**config.mk**
```make
export PLATFORM = sky130hd
export DESIGN_NAME = vga_object_scheduler
export DESIGN_NICKNAME = d
export VERILOG_FILES = /design/src/rtl/vga_object_scheduler.sv
export SDC_FILE = /design/constraint.sdc
export NUM_CORES = 1
export LEC_CHECK = 0
export ABC_AREA = 0
export CORE_UTILIZATION = 23
export CTS_CLUSTER_DIAMETER = 60
export DETAILED_ROUTE_END_ITERATION = 16
export SYNTH_ARGS = -nofsm -noshare
export SYNTH_HDL_FRONTEND = slang
export SYNTH_SLANG_ARGS = --single-unit
export TNS_END_PERCENT = 1
```
**constraint.sdc**
```tcl
create_clock -name inClock -period 34.5 [get_ports inClock]
set_clock_uncertainty 0.1 [all_clocks]
set_input_delay 10.35 -clock inClock [delete_from_list [all_inputs] [get_ports inClock]]
set_output_delay 10.35 -clock inClock [all_outputs]
set_load 0.01 [all_outputs]
```
**src/rtl/vga_object_scheduler.sv**
```systemverilog
// Double-buffered object rectangle store with a 2-stage hit-test/priority pixel pipeline.
// Shadow bank takes game-logic updates at any time; active bank is refreshed once per frame at vSync fall.
module vga_object_scheduler #(
    parameter int unsigned NUM_OBJ = 4,
    parameter int unsigned X_W = 10,
    parameter int unsigned Y_W = 10,
    parameter int unsigned COLOR_W = 24,
    parameter logic [COLOR_W-1:0] BG_COLOR = 24'h000000,
    localparam int unsigned IDX_W = (NUM_OBJ > 1) ? $clog2(NUM_OBJ) : 1
) (
    input  logic               reset,
    input  logic               inClock,
    input  logic               vSyncIn,
    input  logic               hSyncIn,
    input  logic               blankIn,
    input  logic [X_W-1:0]     xPixel,
    input  logic [Y_W-1:0]     yPixel,
    input  logic               updReq,
    input  logic [IDX_W-1:0]   updIdx,
    input  logic [X_W-1:0]     updX,
    input  logic [X_W-1:0]     updW,
    input  logic [Y_W-1:0]     updY,
    input  logic [Y_W-1:0]     updH,
    input  logic [COLOR_W-1:0] updColor,
    output logic               updAck,
    output logic               frameTick,
    output logic               vSyncOut,
    output logic               hSyncOut,
    output logic               blankOut,
    output logic [COLOR_W-1:0] rgbOut,
    output logic               hitValid,
    output logic [IDX_W-1:0]   hitIdx
);

    typedef enum logic [1:0] {
        S_INIT,
        S_SCAN,
        S_COMMIT
    } state_t;

    state_t r_state;
    state_t w_stateNext;

    logic r_vSyncPrev;
    logic r_ackPrev;
    logic w_vFall;
    logic w_ack;
    logic w_commit;

    logic [X_W-1:0]     r_shX [NUM_OBJ];
    logic [X_W-1:0]     r_shW [NUM_OBJ];
    logic [Y_W-1:0]     r_shY [NUM_OBJ];
    logic [Y_W-1:0]     r_shH [NUM_OBJ];
    logic [COLOR_W-1:0] r_shC [NUM_OBJ];

    logic [X_W-1:0]     r_acX [NUM_OBJ];
    logic [X_W-1:0]     r_acW [NUM_OBJ];
    logic [Y_W-1:0]     r_acY [NUM_OBJ];
    logic [Y_W-1:0]     r_acH [NUM_OBJ];
    logic [COLOR_W-1:0] r_acC [NUM_OBJ];

    logic [NUM_OBJ-1:0] w_hit;
    logic [NUM_OBJ-1:0] r_hit;
    logic               r_vSync1;
    logic               r_hSync1;
    logic               r_blank1;

    logic               w_found;
    logic [IDX_W-1:0]   w_winIdx;
    logic [COLOR_W-1:0] w_winColor;

    assign w_vFall = r_vSyncPrev & ~vSyncIn;

    always_ff @(posedge inClock or posedge reset) begin
        if (reset) begin
            r_state     <= S_INIT;
            r_vSyncPrev <= 1'b1;
            r_ackPrev   <= 1'b0;
        end else begin
            r_state     <= w_stateNext;
            r_vSyncPrev <= vSyncIn;
            r_ackPrev   <= w_ack;
        end
    end

    // Acks are only granted in SCAN, so a shadow write never coincides with the copy cycle.
    always_comb begin
        w_stateNext = r_state;
        w_ack       = 1'b0;
        w_commit    = 1'b0;
        case (r_state)
            S_INIT: begin
                if (w_vFall) w_stateNext = S_COMMIT;
            end
            S_SCAN: begin
                if (updReq && !r_ackPrev) w_ack = 1'b1;
                if (w_vFall) w_stateNext = S_COMMIT;
            end
            S_COMMIT: begin
                w_commit    = 1'b1;
                w_stateNext = S_SCAN;
            end
            default: w_stateNext = S_INIT;
        endcase
    end

    assign updAck    = w_ack;
    assign frameTick = w_commit;

    always_ff @(posedge inClock or posedge reset) begin
        if (reset) begin
            for (int unsigned i = 0; i < NUM_OBJ; i++) begin
                r_shX[i] <= '0;
                r_shW[i] <= '0;
                r_shY[i] <= '0;
                r_shH[i] <= '0;
                r_shC[i] <= '0;
                r_acX[i] <= '0;
                r_acW[i] <= '0;
                r_acY[i] <= '0;
                r_acH[i] <= '0;
                r_acC[i] <= '0;
            end
        end else begin
            for (int unsigned i = 0; i < NUM_OBJ; i++) begin
                // Out-of-range indices match no slot, so they are acked without a write.
                if (w_ack && (updIdx == IDX_W'(i))) begin
                    r_shX[i] <= updX;
                    r_shW[i] <= updW;
                    r_shY[i] <= updY;
                    r_shH[i] <= updH;
                    r_shC[i] <= updColor;
                end
                if (w_commit) begin
                    r_acX[i] <= r_shX[i];
                    r_acW[i] <= r_shW[i];
                    r_acY[i] <= r_shY[i];
                    r_acH[i] <= r_shH[i];
                    r_acC[i] <= r_shC[i];
                end
            end
        end
    end

    // One extra bit on the right-edge sums keeps rectangles past the screen edge from wrapping.
    always_comb begin
        w_hit = '0;
        for (int unsigned i = 0; i < NUM_OBJ; i++) begin
            w_hit[i] = (r_state != S_INIT)
                && (r_acW[i] != '0) && (r_acH[i] != '0)
                && (xPixel >= r_acX[i])
                && ({1'b0, xPixel} < ({1'b0, r_acX[i]} + {1'b0, r_acW[i]}))
                && (yPixel >= r_acY[i])
                && ({1'b0, yPixel} < ({1'b0, r_acY[i]} + {1'b0, r_acH[i]}));
        end
    end

    always_ff @(posedge inClock or posedge reset) begin
        if (reset) begin
            r_hit    <= '0;
            r_vSync1 <= 1'b1;
            r_hSync1 <= 1'b1;
            r_blank1 <= 1'b1;
        end else begin
            r_hit    <= w_hit;
            r_vSync1 <= vSyncIn;
            r_hSync1 <= hSyncIn;
            r_blank1 <= blankIn;
        end
    end

    always_comb begin
        w_found    = 1'b0;
        w_winIdx   = '0;
        w_winColor = BG_COLOR;
        for (int unsigned i = 0; i < NUM_OBJ; i++) begin
            if (r_hit[i] && !w_found) begin
                w_found    = 1'b1;
                w_winIdx   = IDX_W'(i);
                w_winColor = r_acC[i];
            end
        end
    end

    always_ff @(posedge inClock or posedge reset) begin
        if (reset) begin
            vSyncOut <= 1'b1;
            hSyncOut <= 1'b1;
            blankOut <= 1'b1;
            rgbOut   <= '0;
            hitValid <= 1'b0;
            hitIdx   <= '0;
        end else begin
            vSyncOut <= r_vSync1;
            hSyncOut <= r_hSync1;
            blankOut <= r_blank1;
            rgbOut   <= r_blank1 ? '0 : w_winColor;
            hitValid <= w_found && !r_blank1;
            hitIdx   <= (w_found && !r_blank1) ? w_winIdx : '0;
        end
    end

endmodule

```
Word-level counts from Yosys, hierarchy flattened

Index checks and enable logic that the tools add are counted.

Reduce and logical (&&, ||, !) cells: 50
Multiplexer cells: 18
Div/mod/pow operators: 0
Eq/ne operators: 6
Bitwise operators: 2
Magnitude comparators: 16
Add/subtract/negate cells: 8
$mul: 0
Shift-type cells: 0

Operator list:

| kind                                                  | number |
|---|---|
| 2-to-1 mux 24 bit                                     | 5 |
| adder 10 x 10 -> 11 bit                               | 8 |
| less-than comparator 10 x 11 -> 1 bit                 | 8 |
| >= comparator 10 bit                                  | 8 |
| nonzero test 10 bit                                   | 8 |
| logical AND 1 bit                                     | 33 |
| 2-to-1 mux 1 bit                                      | 8 |
| 2-to-1 mux 2 bit                                      | 4 |
| == test 2 bit, second input constant                  | 3 |
| zero test 1 bit                                       | 5 |
| == test 2 x 1 -> 1 bit, second input constant         | 2 |
| zero test 2 bit                                       | 2 |
| one-hot mux 2 bit (2 select lines)                    | 1 |
| inequality test 2 x 1 -> 1 bit, second input constant | 1 |
| nonzero test 2 bit                                    | 1 |
| OR reduction 2 bit                                    | 1 |
| AND 1 bit                                             | 1 |
| NOT 1 bit                                             | 1 |

Latch bits: 0
Bits in read-only memories: 0
Bits in writable memories: 0
Flip-flop bits (word level): 552
Output and inout port bits: 32
Memories: 0
Input port bits: 92
Word-level logic and storage cells: 152

Logic depth before layout (Yosys ltp)

Gate-level depths: netlist of run 1.

Word-level depth: 12
Mapped depth: 13
Mapped depth without buffers: 13

Least setup slack after synthesis of run 1

OpenSTA, ideal clock, no wires.

Path type: input to output
Start point: input port updReq
End point: output port updAck
Required time: 24050 ps
Path slack: 13416 ps
Arrival time: 10634 ps
Buffers on the path: 0
Cell stages on the path: 1
Cells stage by stage: nor3b_4

Cells in the longest elaborated chain, start to end: 3

RTL lines:

| element            | RTL line | text |
|---|---|---|
| start: declaration | 18       | `input logic updReq,` |
| logical AND 1 bit  | 96       | `if (updReq && !r_ackPrev) w_ack = 1'b1;` |
| 2-to-1 mux 1 bit   | 96       |  |
| 2-to-1 mux 1 bit   | 91       | `case (r_state)` |
| end: declaration   | 25       | `output logic updAck,` |

Every way passes these cells.

Final worst setup path of run 1

Ends and elaborated chain as after synthesis.

==> results.yml, run 1 <==
run_status:
  outcome: "finished clean"
finish:
  final_common_cell: "nand2_1"
  drive_above_1_share_pct: 14.9
  multi_input_area_um2: 12700
  seq_area_um2: 13800
  area_growth_pct: 19.3
  postLayoutCoreUtil_pct: 27.7
  nFillCells: 12325
  nets: 3084
  mostFrequentLayoutCells: "nand2_1, dfrtp_1, mux2_2"
global_routing:
  grt.total_usage_pct: 12.0
  grt-ovfl-total: 0
  grt_antenna_before_repair: 14
  grt_pass1_wl_um: 113000
  grt_pass1_vias: 19404
  grt_max_degree: 121
synthesis:
  synth_adder_area_share_pct: 11.2
  avgSynthCellArea_um2: 10.4
  synth_mux_area_share_pct: 10.5
  ys_seq_area_share_pct: 50.3
  netlist_area_um2: 27500
  synthesis.nets: 2969
  synth_xor_area_share_pct: 1.82
  synthTopCellsByArea: "dfrtp_1, ha_1, mux2_2"
  ys_ff_latch: 552
  synthCells: 2637
  synth-edff-count: 0
  post-synth-top-area-cell: "dfrtp_1"
  yosysWarningCount: 0
  synth_compound_area_share_pct: 8.77
  ys_types: 59
  ys_async_sr_fraction_pct: 100
  synth_top_family_by_area: "simple AND/OR/NAND/NOR gates"
  yosys.area_share.simple_pct: 14.0
  synth_ff_type: "dfrtp_1"
  yosysTopAreaCellShare_pct: 49.7
floorplan:
  die_h_um: 348
  io_pins: 124
  rows: 126
  start_util_pct: 23.2
  core_area_um2: 118000
  fp.dieArea_um2: 121000
  chipWidth_um: 348
worst_setup_path:
  critPathTopFamily: "buffers and inverters"
  crit_slowest_cell: "clkdlybuf4s50_1"
  crit_fanout: 6
  crit_path_start_kind: "input port"
  critPathRequiredTime_ps: 24050
  arrival_ps: 11740
  cp_common_cell: "clkdlybuf4s50_1"
  critical_path_class: "in2out"
  crit_chain: "clkdlybuf4s50_1, nor3b_4, clkdlybuf4s50_1"
  critPathBufInv: 2
  critPathMaxStageDelay_ps: 610
  reg2reg_slack_ps: 30470
  crit_path_end_kind: "primary output"
  worstRegToRegCells: 13
  r2r-start: "r_acY[30]"
  timing.rr.end: "r_hit[0]"
worst_hold_path:
  hold_path_end: "hSyncOut"
  holdPathStages: 0
  hp-class: "reg2reg"
  hold_start: "r_hSync1"
route:
  dr.pass1.iters: 7
  drc: 0
  vias: 19219
  first_iter_violations: 1234
  routedWlPerCell_um: 16.6
  wl_um: 72200
  drt-vias-per-instance: 4.42
  antenna_left: 0
power:
  power_mw: 2.80
  leakagePower_nw: 15.2
  power_density_nw_per_um2: 85.5
  peakVddDrop_uv: 40.2
cts:
  htreeDepth: 3
  cts_tree: "built"
  post_cts_buffers: 0
  clock_sinks: 552
  postCtsHoldBufs: 0
  path_clk_slew_ps: 50
  insertion_delay_ps: 620
  cts-root-buf: "clkbuf_16"
  ctsLongestPathBuffers: 3
  postCtsResizedCells: 0
  cts_buffers: 71
sta:
  tns_ps: 0
  rsz0062_at_grt: "no"
  fin_crit_sh_pct: 64.3
  finalMaxSlewViolations: 0
  final-hold-violation-count: 0
  tightest_slew_ps: 1220
  setup_viol: 0
  max-slew-margin-rel_pct: 18.7
  min_period_ps: 22190
  fmax_mhz: 45.1
place:
  gp_congestion: 0.833
  dp_hpwl_um: 48200
  numPortBuffers: 123
flow_run:
  max_cap_viol_count: 0
[registers in the layout, summed over array words and instances (netlist names), 40 cells and up]
register / count
r_shC: 96
r_shX: 40
r_acW: 40
r_shY: 40
r_acC: 96
r_acX: 40
r_acY: 40
r_shW: 40
r_acH: 40
r_shH: 40
[worst register-to-register path, cell delays in order, from the launching register on]
cell and delay, ps:
dfrtp_1 410, ha_1 240, fa_1 450, a211oi_1 340, o21a_1 190, o21bai_1 100
a21o_1 210, xnor2_1 130, ha_1 280, a2111oi_0 390, nand2_1 90, a31oi_1 190
a311oi_1 110, nor4_1 620
[power breakdown]
part | switching [mW] | total (mW) | internal (mW)
sequential | 0.167 | 1.06 | 0.896
combinational | 0.505 | 0.957 | 0.452
clock | 0.302 | 0.781 | 0.479
[stage by stage]
step	hold WS [ps]	worst slack, ps	instance area [um2]	instances
global route	263	12220	32800	4345
global placement	247	12320	30300	4215
floorplan	245	8630	27500	2637
CTS	254	12290	32700	4343
detailed placement	247	12280	30300	4215
finish	253	12310	32800	4348
[cell usage after synthesis, types with 4 or more instances]
| cell | number |
|---|---|
| a2111oi_0 | 9 |
| a211o_1 | 9 |
| a211oi_1 | 10 |
| a21o_1 | 16 |
| a21oi_1 | 83 |
| a221oi_1 | 26 |
| a311oi_1 | 5 |
| a31o_2 | 6 |
| a31oi_1 | 11 |
| buf_1 | 8 |
| buf_6 | 24 |
| clkbuf_1 | 68 |
| dfrtp_1 | 546 |
| dfstp_2 | 6 |
| fa_1 | 8 |
| ha_1 | 232 |
| inv_1 | 100 |
| mux2_1 | 5 |
| mux2_2 | 251 |
| nand2_1 | 681 |
| nand2b_1 | 14 |
| nand3_1 | 13 |
| nand4_1 | 5 |
| nor2_1 | 142 |
| nor2b_1 | 15 |
| nor3_1 | 32 |
| nor4_1 | 21 |
| o211ai_1 | 10 |
| o21a_1 | 23 |
| o21ai_0 | 137 |
| o21bai_1 | 16 |
| o221ai_1 | 4 |
| o22ai_1 | 4 |
| or4_1 | 7 |
| xnor2_1 | 27 |
| xor2_1 | 30 |
[cell families (layout without fill, tap and decap cells)]
logic type                 Yosys count  count (layout)
xor gates and xnor gates            57              57
DFF                                552             552
muxes                              256             256
AOI/OAI and AO/OA                  384             384
adders and majority gates          240             240
and+or+nand+nor                    944             944
other                                0               5
buffers and inverters              204             374
[worst max-delay path by stage]
stage / startpoint / to / slack, ps / depth (start not counted)
after floorplan: reset / hitIdx[0] / 8630 / 1
after global placement: updReq / updAck / 12320 / 3
after detailed placement: updReq / updAck / 12280 / 3
after CTS: updReq / updAck / 12290 / 3
after global routing: updReq / updAck / 12220 / 3
final: updReq / updAck / 12310 / 3
[per-layer routing]
metal / vias up / GRT usage, % / wire [um]
met5: - / 0 / 108
met4: 16 / 3.96 / 1850
met3: 125 / 2.80 / 3550
met2: 301 / 19.0 / 32500
met1: 9500 / 16.0 / 34200
li1: 9277 / - / -
[final cells by class]
type                    instances  share of cell area [%]
clock buffers                  96                    6.21
clock inverters                32                    1.37
repair buffers                146                    4.29
flip-flops and latches        552                    42.2
diodes                          5                  0.0382
well taps                    1536                    5.87
multi-input cells            1881                    38.8
inverters                     100                    1.19
Power figures use the tool's default switching activity.
==> run 2, diff against run 1 <==
==> constraint.sdc (replaced) <==
create_clock -name inClock -period 20.6 [get_ports inClock]
set_clock_uncertainty 0.1 [all_clocks]
set_input_delay 6.18 -clock inClock [delete_from_list [all_inputs] [get_ports inClock]]
set_output_delay 6.18 -clock inClock [all_outputs]
set_load 0.01 [all_outputs]
==> run 2 against run 1 <==
Effect of this change: cell count about the same; via count fell by 0.49%; combinational power increased by 66%; first-iteration DRC count is 5.8% lower; die area did not move; hold slack better by 5.2 ps; register-to-register slack worse by 14000 ps; clock power rose by 65%; sequential power increased by 69%; count of clock-buffer cells in the layout down 10; sequential share of layout area barely moved; non-clock buffer count is 1 lower.
==> results.yml, run 2 (synthesis results as in run 1) <==
finish:
  mostFrequentLayoutCells: "nand2_1, dfrtp_1, mux2_2"
  nets: 3082
  drive_above_1_share_pct: 15.0
  area_growth_pct: 19.3
  top_regs: "r_acC (96), r_shC (96)"
  final_common_cell: "nand2_1"
sta:
  tightest_slew_ps: 1050
  max-slew-margin-rel_pct: 29.9
  setup_viol: 0
  rsz0062_at_grt: "no"
  min_period_ps: 13860
  finalMaxSlewViolations: 0
  tns_ps: 0
  fmax_mhz: 72.1
  fin_crit_sh_pct: 67.3
  final-hold-violation-count: 0
floorplan:
  die_h_um: 348
  core_area_um2: 118000
  io_pins: 124
  fp.dieArea_um2: 121000
  start_util_pct: 23.2
  chipWidth_um: 348
  rows: 126
worst_hold_path:
  hp-class: "reg2reg"
worst_setup_path:
  crit_path_start: "updReq"
  critical_path_class: "in2out"
  critPathRequiredTime_ps: 14320
  reg2reg_slack_ps: 16800
  crit_path_end_kind: "primary output"
  cp_common_cell: "clkdlybuf4s50_1"
  timing.rr.end: "r_hit[2]"
  critPathMaxStageDelay_ps: 610
  arrival_ps: 7580
  worstRegToRegCells: 13
  endpoint: "updAck"
  crit_path_start_kind: "input port"
  r2r-start: "r_acY[10]"
  crit_chain: "clkdlybuf4s50_1, nor3b_4, clkdlybuf4s50_1"
  crit_fanout: 6
  crit_slowest_cell: "clkdlybuf4s50_1"
global_routing:
  grt_use_met1_pct: 15.9
  top_usage_layer: "met2"
  grt_pass1_wl_um: 112000
  grt.total_usage_pct: 12.0
  met2_usage_pct: 18.9
  use_met3_pct: 2.43
  grt_antenna_before_repair: 10
  grt-ovfl-total: 0
  grt_pass1_vias: 19390
  grt_max_degree: 183
power:
  leakagePower_nw: 15.2
  peakVddDrop_uv: 55.9
  power_density_nw_per_um2: 143
  power_mw: 4.67
flow_run:
  max_cap_viol_count: 0
cts:
  path_clk_slew_ps: 50
  htreeDepth: 3
  postCtsHoldBufs: 0
  cts-root-buf: "clkbuf_16"
  cts_tree: "built"
  insertion_delay_ps: 620
  post_cts_buffers: 0
  clock_sinks: 552
  postCtsResizedCells: 0
  cts_buffers: 70
  ctsLongestPathBuffers: 3
place:
  dp_hpwl_um: 48100
  gp_congestion: 0.815
  numPortBuffers: 123
route:
  drt-vias-per-instance: 4.40
  wl_um: 71900
  dr.pass1.iters: 5
  vias: 19125
  routedWlPerCell_um: 16.5
  first_iter_violations: 1162
  drc: 0
  antenna_left: 0
run_status:
  outcome: "finished clean"
-- run 2: changes by cell type in the layout (fill, tap and decap cells not counted), moves of 3 or more --
cell       previous run  this run
clkbuf_1             11         7
clkinv_2              7        12
clkbuf_16            73        70
buf_4                23        20
inv_6                 8         4
clkinv_4              0         3
clkbuf_8             12         9
-- run 2: worst max-delay path, delay by kind of cell --
kind / cells / cell delay, ps
buf+inv: 2 / 1070
simple gates: 1 / 330
-- run 2: through the flow --
stage | instance area, um2 | setup slack (ps) | hold slack [ps] | utilization [%] | std cells
3_5_place_dp | 30300 | 6740 | 250 | 25.6 | 4214
2_1_floorplan | 27500 | 6810 | 245 | - | 2637
3_3_place_gp | 30300 | 6750 | 247 | 25.6 | 4214
6_report | 32800 | 6740 | 258 | 27.7 | 4346
5_1_grt | 32800 | 6630 | 260 | 27.7 | 4345
4_1_cts | 32700 | 6730 | 258 | 27.7 | 4342
-- run 2: worst min-delay path by stage --
stage	startpoint	to	depth (start not counted)
final	r_hSync1	hSyncOut	0
after CTS	r_hSync1	hSyncOut	0
after global routing	r_hSync1	hSyncOut	0
after floorplan	r_hSync1	hSyncOut	0
after detailed placement	r_hSync1	hSyncOut	0
after global placement	r_hSync1	hSyncOut	0
-- run 2: final cells by class --
type / count / area, um2
clock buffers: 86 / 1900
repair buffers: 145 / 1420
flip-flops and latches: 552 / 13800
diodes: 4 / 10.0
inverters: 100 / 387
multi-input cells: 1881 / 12700
well taps: 1536 / 1920
fillers: 12348 / 85500
clock inverters: 42 / 567
-- run 2: power by group --
group / internal [mW] / leakage [nW] / switching [mW] / total (mW)
Sequential: 1.50 / 6.94 / 0.285 / 1.79
Clock: 0.765 / 1.21 / 0.524 / 1.29
Combinational: 0.754 / 7.06 / 0.840 / 1.59
Total: 3.02 / 15.2 / 1.65 / 4.67
-- run 2: metal layers --
metal	vias up	part of all wire [%]	wire, um
met3	119	4.7	3370
met5	-	0.095	68
met1	9390	47	33600
met2	329	45	32500
met4	10	3.3	2370
li1	9277	-	-
